--- src/rtl/mmio_uart_ctrl_pkg.sv ---
// Shared MMIO definitions for the UART/counter responder: register addresses,
// status bit positions and the address-to-register decode used by the top level.
package mmio_uart_ctrl_pkg;

    localparam logic [31:0] MMIO_STATUS_ADDR    = 32'h8000_0000;
    localparam logic [31:0] MMIO_RX_DATA_ADDR   = 32'h8000_0004;
    localparam logic [31:0] MMIO_TX_DATA_ADDR   = 32'h8000_0008;
    localparam logic [31:0] MMIO_CYCLE_ADDR     = 32'h8000_0010;
    localparam logic [31:0] MMIO_INSTRET_ADDR   = 32'h8000_0014;
    localparam logic [31:0] MMIO_CNT_CLEAR_ADDR = 32'h8000_0018;

    localparam int STATUS_TX_NOT_FULL_BIT  = 0;
    localparam int STATUS_RX_NOT_EMPTY_BIT = 1;
    localparam int STATUS_TX_OVERFLOW_BIT  = 2;

    // One entry per mapped register; anything outside the map is REG_NONE.
    typedef enum logic [2:0] {
        REG_NONE,
        REG_STATUS,
        REG_RX_DATA,
        REG_TX_DATA,
        REG_CYCLE,
        REG_INSTRET,
        REG_CNT_CLEAR
    } mmio_reg_e;

    // Full 32-bit compare so aliases of the window never hit a register.
    function automatic mmio_reg_e decode_reg(input logic [31:0] addr);
        mmio_reg_e sel;
        case (addr)
            MMIO_STATUS_ADDR:    sel = REG_STATUS;
            MMIO_RX_DATA_ADDR:   sel = REG_RX_DATA;
            MMIO_TX_DATA_ADDR:   sel = REG_TX_DATA;
            MMIO_CYCLE_ADDR:     sel = REG_CYCLE;
            MMIO_INSTRET_ADDR:   sel = REG_INSTRET;
            MMIO_CNT_CLEAR_ADDR: sel = REG_CNT_CLEAR;
            default:             sel = REG_NONE;
        endcase
        return sel;
    endfunction

endpackage

--- src/rtl/sync_fifo.sv ---
// Synchronous FIFO with an asynchronous head read. Occupancy is tracked by an
// explicit counter one bit wider than the pointers, so full and empty are never
// ambiguous. DEPTH must be a power of two so the pointers wrap naturally.
module sync_fifo
    import mmio_uart_ctrl_pkg::*;
#(
    parameter int WIDTH = 8,
    parameter int DEPTH = 8
) (
    input  logic             clk,
    input  logic             rst,
    input  logic             push,
    input  logic [WIDTH-1:0] din,
    input  logic             pop,
    output logic [WIDTH-1:0] dout,
    output logic             full,
    output logic             empty
);

    localparam int PTR_W = $clog2(DEPTH);
    localparam int CNT_W = PTR_W + 1;

    logic [WIDTH-1:0] mem [DEPTH];
    logic [PTR_W-1:0] rd_ptr;
    logic [PTR_W-1:0] wr_ptr;
    logic [CNT_W-1:0] count;
    logic             do_push;
    logic             do_pop;

    assign full  = (count == CNT_W'(DEPTH));
    assign empty = (count == '0);

    // A pop on an empty FIFO is ignored; a push into a full FIFO only goes
    // through when the same cycle frees a slot with a pop.
    assign do_pop  = pop && !empty;
    assign do_push = push && (!full || do_pop);

    assign dout = mem[rd_ptr];

    // Storage array is not reset; only the pointers define what is valid.
    always_ff @(posedge clk) begin
        if (do_push) begin
            mem[wr_ptr] <= din;
        end
    end

    // Pointer and occupancy bookkeeping; reset flushes the FIFO.
    always_ff @(posedge clk) begin
        if (rst) begin
            rd_ptr <= '0;
            wr_ptr <= '0;
            count  <= '0;
        end else begin
            if (do_push) begin
                wr_ptr <= wr_ptr + PTR_W'(1);
            end
            if (do_pop) begin
                rd_ptr <= rd_ptr + PTR_W'(1);
            end
            case ({do_push, do_pop})
                2'b10:   count <= count + CNT_W'(1);
                2'b01:   count <= count - CNT_W'(1);
                default: count <= count;
            endcase
        end
    end

endmodule

--- src/rtl/mmio_uart_ctrl.sv ---
// MMIO responder for the CPU load/store port: decodes the 0x8000_00xx window,
// buffers UART RX/TX bytes in two FIFOs, and keeps the cycle and retired
// instruction counters. Loads return data one cycle after the strobe.
module mmio_uart_ctrl
    import mmio_uart_ctrl_pkg::*;
#(
    parameter int FIFO_DEPTH = 8
) (
    input  logic        clk,
    input  logic        rst,
    input  logic [31:0] addr,
    input  logic [31:0] wdata,
    input  logic        we,
    input  logic        re,
    input  logic        inst_retired,
    output logic [31:0] rdata,
    input  logic [7:0]  uart_rx_data_out,
    input  logic        uart_rx_data_out_valid,
    output logic        uart_rx_data_out_ready,
    output logic [7:0]  uart_tx_data_in,
    output logic        uart_tx_data_in_valid,
    input  logic        uart_tx_data_in_ready
);

    mmio_reg_e   rd_sel;
    mmio_reg_e   wr_sel;

    logic        rx_full;
    logic        rx_empty;
    logic [7:0]  rx_head;
    logic        rx_push;
    logic        rx_pop;

    logic        tx_full;
    logic        tx_empty;
    logic        tx_store;
    logic        tx_push;
    logic        tx_pop;
    logic        tx_drop;

    logic        tx_overflow;
    logic [31:0] cycle_count;
    logic [31:0] instret_count;
    logic        cnt_clear;

    logic [31:0] status_word;
    logic [31:0] read_value;

    logic        unused_wdata_bits;

    // Only the low byte of a store is meaningful; fold the rest away.
    assign unused_wdata_bits = ^wdata[31:8];

    // Decode loads and stores independently; an idle strobe selects nothing.
    always_comb begin
        rd_sel = REG_NONE;
        wr_sel = REG_NONE;
        if (re) begin
            rd_sel = decode_reg(addr);
        end
        if (we) begin
            wr_sel = decode_reg(addr);
        end
    end

    assign uart_rx_data_out_ready = !rst && !rx_full;
    assign rx_push = uart_rx_data_out_valid && uart_rx_data_out_ready;
    assign rx_pop  = (rd_sel == REG_RX_DATA) && !rx_empty;

    assign uart_tx_data_in_valid = !tx_empty;
    assign tx_pop   = uart_tx_data_in_valid && uart_tx_data_in_ready;
    assign tx_store = (wr_sel == REG_TX_DATA);
    assign tx_push  = tx_store && (!tx_full || tx_pop);
    assign tx_drop  = tx_store && tx_full && !tx_pop;

    assign cnt_clear = (wr_sel == REG_CNT_CLEAR);

    sync_fifo #(
        .WIDTH (8),
        .DEPTH (FIFO_DEPTH)
    ) u_rx_fifo (
        .clk   (clk),
        .rst   (rst),
        .push  (rx_push),
        .din   (uart_rx_data_out),
        .pop   (rx_pop),
        .dout  (rx_head),
        .full  (rx_full),
        .empty (rx_empty)
    );

    sync_fifo #(
        .WIDTH (8),
        .DEPTH (FIFO_DEPTH)
    ) u_tx_fifo (
        .clk   (clk),
        .rst   (rst),
        .push  (tx_push),
        .din   (wdata[7:0]),
        .pop   (tx_pop),
        .dout  (uart_tx_data_in),
        .full  (tx_full),
        .empty (tx_empty)
    );

    // Sticky overflow: set by a dropped TX byte, cleared by any status store.
    always_ff @(posedge clk) begin
        if (rst) begin
            tx_overflow <= 1'b0;
        end else if (wr_sel == REG_STATUS) begin
            tx_overflow <= 1'b0;
        end else if (tx_drop) begin
            tx_overflow <= 1'b1;
        end
    end

    // Free-running counters; a clear store beats the same cycle's increment.
    always_ff @(posedge clk) begin
        if (rst || cnt_clear) begin
            cycle_count   <= '0;
            instret_count <= '0;
        end else begin
            cycle_count <= cycle_count + 32'd1;
            if (inst_retired) begin
                instret_count <= instret_count + 32'd1;
            end
        end
    end

    // Status word assembled from the current FIFO flags and overflow bit.
    always_comb begin
        status_word = '0;
        status_word[STATUS_TX_NOT_FULL_BIT]  = !tx_full;
        status_word[STATUS_RX_NOT_EMPTY_BIT] = !rx_empty;
        status_word[STATUS_TX_OVERFLOW_BIT]  = tx_overflow;
    end

    // Load mux sees pre-edge values, so reads never include this cycle's update.
    always_comb begin
        read_value = '0;
        case (rd_sel)
            REG_STATUS:  read_value = status_word;
            REG_RX_DATA: read_value = rx_empty ? 32'd0 : {24'd0, rx_head};
            REG_CYCLE:   read_value = cycle_count;
            REG_INSTRET: read_value = instret_count;
            default:     read_value = '0;
        endcase
    end

    // Registered load data, held until the next load strobe.
    always_ff @(posedge clk) begin
        if (rst) begin
            rdata <= '0;
        end else if (re) begin
            rdata <= read_value;
        end
    end

endmodule

--- config.mk ---
export PLATFORM = sky130hd
export DESIGN_NAME = mmio_uart_ctrl
export DESIGN_NICKNAME = d
export VERILOG_FILES = /design/src/rtl/mmio_uart_ctrl_pkg.sv /design/src/rtl/sync_fifo.sv /design/src/rtl/mmio_uart_ctrl.sv
export SDC_FILE = /design/constraint.sdc
export NUM_CORES = 1
export LEC_CHECK = 0
export BUFFER_PORTS_ARGS = -buffer_cell sky130_fd_sc_hd__buf_2
export CORE_ASPECT_RATIO = 1.4
export CORE_UTILIZATION = 51
export CTS_CLUSTER_DIAMETER = 30
export CTS_CLUSTER_SIZE = 24
export DETAILED_ROUTE_END_ITERATION = 8
export PLACE_DENSITY = 0.71
export SLEW_MARGIN = 10
export SYNTH_ARGS = -nofsm -noshare
export SYNTH_HDL_FRONTEND = slang
export SYNTH_SLANG_ARGS = --single-unit
--- constraint.sdc ---
create_clock -name clk -period 4.9 [get_ports clk]
set_input_delay 0.49 -clock clk [delete_from_list [all_inputs] [get_ports clk]]
set_output_delay 0.49 -clock clk [all_outputs]
set_load 0.02 [all_outputs]
# == After elaboration in Yosys (flattened, before gate mapping) ==
# Memories as Yosys holds them, arrays and structs flattened. A register that Yosys moved wholly into a read port is not among the register bits.
# Cells that the tools add are included.
# op_classes
n_reduce_logical,26
add_sub_neg,10
eq_ne,19
mux,15
# op_table
operator,count
$eq A32 B32 Y1 const B,6
$pmux W32 S4,1
$add A32 B1 Y32 const B,2
$mux W3,6
$pmux W3 S6,1
$pmux W4 S2,2
$add A3 B1 Y3 const B,4
$logic_and A1 B1 Y1,11
$eq A3 B3 Y1 const B,3
$add A4 B1 Y4 const B,2
$eq A4 B4 Y1 const B,2
$logic_not A4 Y1,2
$mux W8,1
$sub A4 B1 Y4 const B,2
$eq A3 B1 Y1 const B,2
$eq A3 B2 Y1 const B,2
$logic_not A1 Y1,6
$eq A2 B1 Y1 const B,2
$eq A2 B2 Y1 const B,2
$logic_or A1 B1 Y1,4
$mux W1,4
$reduce_bool A2 Y1,2
$reduce_or A2 Y1,1
# word_totals
wordCells,82
ff_bits,117
output_inout_bits,42
mem_bits_rw,128
input_bits,79
mem_count,2
# mem_list
name,depth,word_bits,rd,rd_ports_with_merged_regs,write_ports,line,source
u_rx_fifo.mem,8,8,1,1,1,sync_fifo.sv:23,logic [WIDTH-1:0] mem [DEPTH];
u_tx_fifo.mem,8,8,1,1,1,sync_fifo.sv:23,

# == Longest topological paths before layout ==
# logic_depth
word_depth,10
ltp_mapped,13
ltp_nobuf,11

# == Hierarchy ==
# A second synthesis with hierarchy kept.
# unflattened
hier_cells,896
hier_area_um2,11283.3
# modules_own_cells
module,seq_area_each_um2,n_inst,cells_per_inst,area_per_inst_um2
sync_fifo,2182.1,2,177,3204.3
mmio_uart_ctrl,1941.9,1,542,4874.7

# == Worst setup path after synthesis ==
# No wires, ideal clock.
# synth_path
path_type,input port to flip-flop
from,in addr[1]
to,reg u_rx_fifo.count[2]
required_time_ps,4829
arrival_ps,2753
path_stages,10
n_path_buf,0
setup_time_ps,71
path_slack_ps,2077
path_cell_list,nor4b_1 -> nand4b_1 -> nor3_1 -> ha_1 -> xor2_1 -> ha_1 -> a21oi_1 -> xor2_1 -> or3_1 -> a21oi_1
# synth_via
elab_chain_len,10
elab_cells_between_ends,17
classes_between,9 x eq/ne; 3 x mux; 5 x reduce/logical
# synth_lines
item,line,source
from (decl),mmio_uart_ctrl.sv:11,"input logic [31:0] addr,"
$eq A32 B32 Y1,mmio_uart_ctrl_pkg.sv:30,case (addr)
$pmux W3 S6 (*),mmio_uart_ctrl_pkg.sv:30,
$mux W3 (*),mmio_uart_ctrl.sv:58,if (re) begin
$eq A3 B2 Y1 (*),mmio_uart_ctrl.sv:68,assign rx_pop = (rd_sel == REG_RX_DATA) && !rx_empty;
$logic_and A1 B1 Y1 (*),mmio_uart_ctrl.sv:68,
$logic_and A1 B1 Y1 (*),sync_fifo.sv:35,assign do_pop = pop && !empty;
net u_rx_fifo.do_pop,sync_fifo.sv:28,logic do_pop;
$logic_or A1 B1 Y1,sync_fifo.sv:36,assign do_push = push && (!full || do_pop);
$logic_and A1 B1 Y1,sync_fifo.sv:36,
$eq A2 B1 Y1 or $eq A2 B2 Y1 (tied branches),sync_fifo.sv:60,"case ({do_push, do_pop})"
$pmux W4 S2 or $reduce_bool A2 Y1 (tied branches),--,
to (signal assigned),sync_fifo.sv:61,2'b10: count <= count + CNT_W'(1);
to (signal assigned),sync_fifo.sv:62,2'b01: count <= count - CNT_W'(1);
to (signal assigned),sync_fifo.sv:63,default: count <= count;
to (decl),sync_fifo.sv:26,logic [CNT_W-1:0] count;
# Mark *: on every way through the listed nets, which the timed path passes. The rest lies on a longest branch.
# A chain may end at the register's enable or synchronous reset.

# == Worst setup path in the final report ==
# layout_path
from,in re
to,reg u_rx_fifo.count[2]
# layout_via
elab_chain_len,8
elab_cells_between_ends,10
classes_between,3 x eq/ne; 2 x mux; 5 x reduce/logical
# layout_lines
item,line,source
from (decl),mmio_uart_ctrl.sv:14,"input logic re,"
$mux W3 (*),mmio_uart_ctrl.sv:58,
$eq A3 B2 Y1 (*),mmio_uart_ctrl.sv:68,
$logic_and A1 B1 Y1 (*),mmio_uart_ctrl.sv:68,
$logic_and A1 B1 Y1 (*),sync_fifo.sv:35,
net u_rx_fifo.do_pop,sync_fifo.sv:28,
$logic_or A1 B1 Y1,sync_fifo.sv:36,
$logic_and A1 B1 Y1,sync_fifo.sv:36,
$eq A2 B1 Y1 or $eq A2 B2 Y1 (tied branches),sync_fifo.sv:60,
$pmux W4 S2 or $reduce_bool A2 Y1 (tied branches),--,
# Marked as above.

==> flow_summary.ini <==
[die]
fp.dieH_um = 172
die_area_um2 = 21200
rows = 61
ios = 121
start_util_pct = 52.5
die_x_um = 123
core_area_um2 = 20100

[clock_tree]
cts-resized-gates = 0
numClockSinks = 251
cts_max_level = 2
cts_setup_buffers = 0
cts_buffers = 37
ctsHoldBuffers = 0
clk_pin_slew_worst_paths_ps = 60
cts_tree = done
cts-root-buf = clkbuf_16
clk_path_buf_depth = 3
clock_latency_ps = 520

[sta]
timing.fmax_mhz = 320
setup_viol = 0
worst_slew_pin_slew_ps = 1140
timing.final.crit_share_pct = 63.8
period_needed_ps = 3120
tns_ps = 0
maxSlewViolCount = 0
finalHoldViolations = 0
finClkSkew_ps = 22.8
slew_headroom_pct = 23.7
grt_setup_unrepaired = false

[setup_path]
crit_fanout = 28
critical_path_class = in2reg
setup.worst_path.end_class = register
worstPathArrival_ps = 3560
start_kind = input pin
crit_required_ps = 5330

[place]
placed_cells = 1168
dpl.hpwl_um = 14100
io_buffers = 96
gp_congestion = 0.811

[final_layout]
nNetsFinal = 1046
final_cells = 1233
drive_above_1_share_pct = 21.7
diodes = 0
syn_to_final_growth_pct = 18.3
fillers = 1604

[power_and_ir_drop]
ir_worst_vdd_mv = 0.374
power_density_nw_per_um2 = 397
p_leak_nw = 4.38

[global_routing]
antenna_found_initial = 0
grt_max_degree = 63
grt_pass1_wl_um = 33500
grt-ovfl-total = 0
grt_pass1_vias = 6632
grt_usage_pct = 20.7

[synthesis]
syn-cell-area_um2 = 10500
syn-num-nets = 946
synth_edf_count = 128
synth-seq-cells = 251
synth-seq-area-share_pct = 59.8
syn_area_per_cell_um2 = 12.3
synth_warnings = 0
yosysTopAreaCellShare_pct = 36.5
synth_ff_type = edfxtp_1
postSynthCellCount = 855
synth.distinct_cells = 54
yosys-top-cells-area = edfxtp_1 36%, dfxtp_1 23%, mux4_2 4.7%
yosysTopAreaCell = edfxtp_1
ys_async_sr_fraction_pct = 0

[route]
route.detailed.drc = 0
wl_per_cell_um = 17.1
drt_first_pass_iters = 5
ant_nets = 0
vias = 6942
routed_wl_um = 21100
drt_iter0_drc = 336
routed_via_density = 5.63

[outcome]
status = completed

[flow_run]
cap_violations = 0

[min_path]
min_path_type = in2reg
==> layout make-up <==
cell class                 count  area [µm²]  share of cell area (%)
multi-input combinational    551        4000                    32.1
tap                          252         315                    2.53
sequential                   251        6310                    50.6
clock inverter                21         246                    1.98
inverter                      10        37.5                   0.301
clock buffer                  44        1020                    8.21
timing repair buffer         104         541                    4.33
==> sequential cells by signal (all words and copies together), names as in the netlist, named ones only <==
name and count:
rdata 32, u_rx_fifo.rd_ptr 3, instret_count 32, u_tx_fifo.mem 64, u_rx_fifo.count 4, u_tx_fifo.count 4, u_rx_fifo.wr_ptr 3, u_tx_fifo.rd_ptr 3
u_tx_fifo.wr_ptr 3, u_rx_fifo.mem 64, tx_overflow 1, cycle_count 32
==> worst max-delay path, cell delays in order <==
cell and delay (ps):
buf_2 430, nor4b_1 470, nand4b_1 220, nor3_1 560, ha_1 360, xor2_1 190, ha_1 180, a21oi_1 50
xor2_1 160, or3_1 300, a21oi_1 140
==> layout by cell type (no fill, tap or decap), types with 27 or more instances in the layout <==
| master | netlist | routed |
|---|---|---|
| buf_2 | 15 | 96 |
| clkbuf_16 | 0 | 38 |
| dfxtp_1 | 123 | 123 |
| edfxtp_1 | 128 | 128 |
| mux2i_1 | 27 | 27 |
| nand2_1 | 27 | 27 |
| nand3_1 | 28 | 28 |
| nor2_1 | 130 | 130 |
| xnor2_1 | 37 | 37 |
| xor2_1 | 39 | 39 |
==> final timing paths <==
path | startpoint | end | slack, ps | cells after the start
max | re | u_rx_fifo.count[2] | 1780 | 11
min | wdata[3] | u_tx_fifo.mem[4][3] | 230 | 1
max reg2reg | u_rx_fifo.count[0] | u_rx_fifo.count[2] | 2080 | 10
min reg2reg | u_tx_fifo.rd_ptr[1] | register | 470 | 2
==> through the flow <==
| step | utilization (%) | instance area [µm²] | hold slack [ps] | setup WS (ps) | total power, mW |
|---|---|---|---|---|---|
| floorplan | - | 10500 | 441 | 2080 | 2.32 |
| global placement | 55.8 | 11200 | 466 | 1320 | 2.37 |
| detailed placement | 55.8 | 11200 | 476 | 1300 | 2.37 |
| CTS | 62.1 | 12500 | 217 | 1710 | 4.99 |
| global route | 62.1 | 12500 | 231 | 1490 | 5.09 |
| finish | 62.1 | 12500 | 234 | 1780 | 4.95 |
==> synth_stat cells (all sizes together), types with 2 or more instances <==
master	instances
o21ai	11
mux2	10
and2b	6
edfxtp	128
a211oi	2
nand4b	3
dfxtp	123
nand2	27
a21oi	12
nand4	18
nand3	28
a221oi	24
xnor2	37
nor3	18
ha	12
and4	11
mux4	22
clkbuf	22
a32oi	5
o21bai	2
mux2i	27
inv	10
nor4	18
xor2	39
nand3b	3
and3	9
or3	5
nor4b	6
nand2b	9
or4	2
and2	2
a22oi	18
nor3b	3
nor2	130
nor2b	22
and4b	2
buf	21
==> layer usage <==
layer | up-vias | GRT usage, % | part of all wire (%)
li1 | 3379 | - | -
met3 | 46 | 3.86 | 4.7
met4 | 0 | 8.12 | 2.7
met5 | - | 0 | 0
met1 | 3353 | 23.3 | 39
met2 | 164 | 38.0 | 53
==> cell families (layout without fill, tap and decap cells) <==
family          after synthesis  after routing  share of synthesized area [%]
simple gates                324            324                           16.0
flops                       251            251                           59.8
compound gates               80             80                           5.75
xor+xnor                     76             76                           6.32
mux                          59             59                           8.34
buf+inv                      53            179                           2.32
fa+ha+maj                    12             12                           1.42
==> where the power goes <==
group,total [mW],internal (mW),switching [mW]
clock network,2.62,1.63,0.984
registers,2.23,2.22,0.0117
logic,0.100,0.0366,0.0635
total,4.95,3.89,1.06
Power figures use the tool's default switching activity.
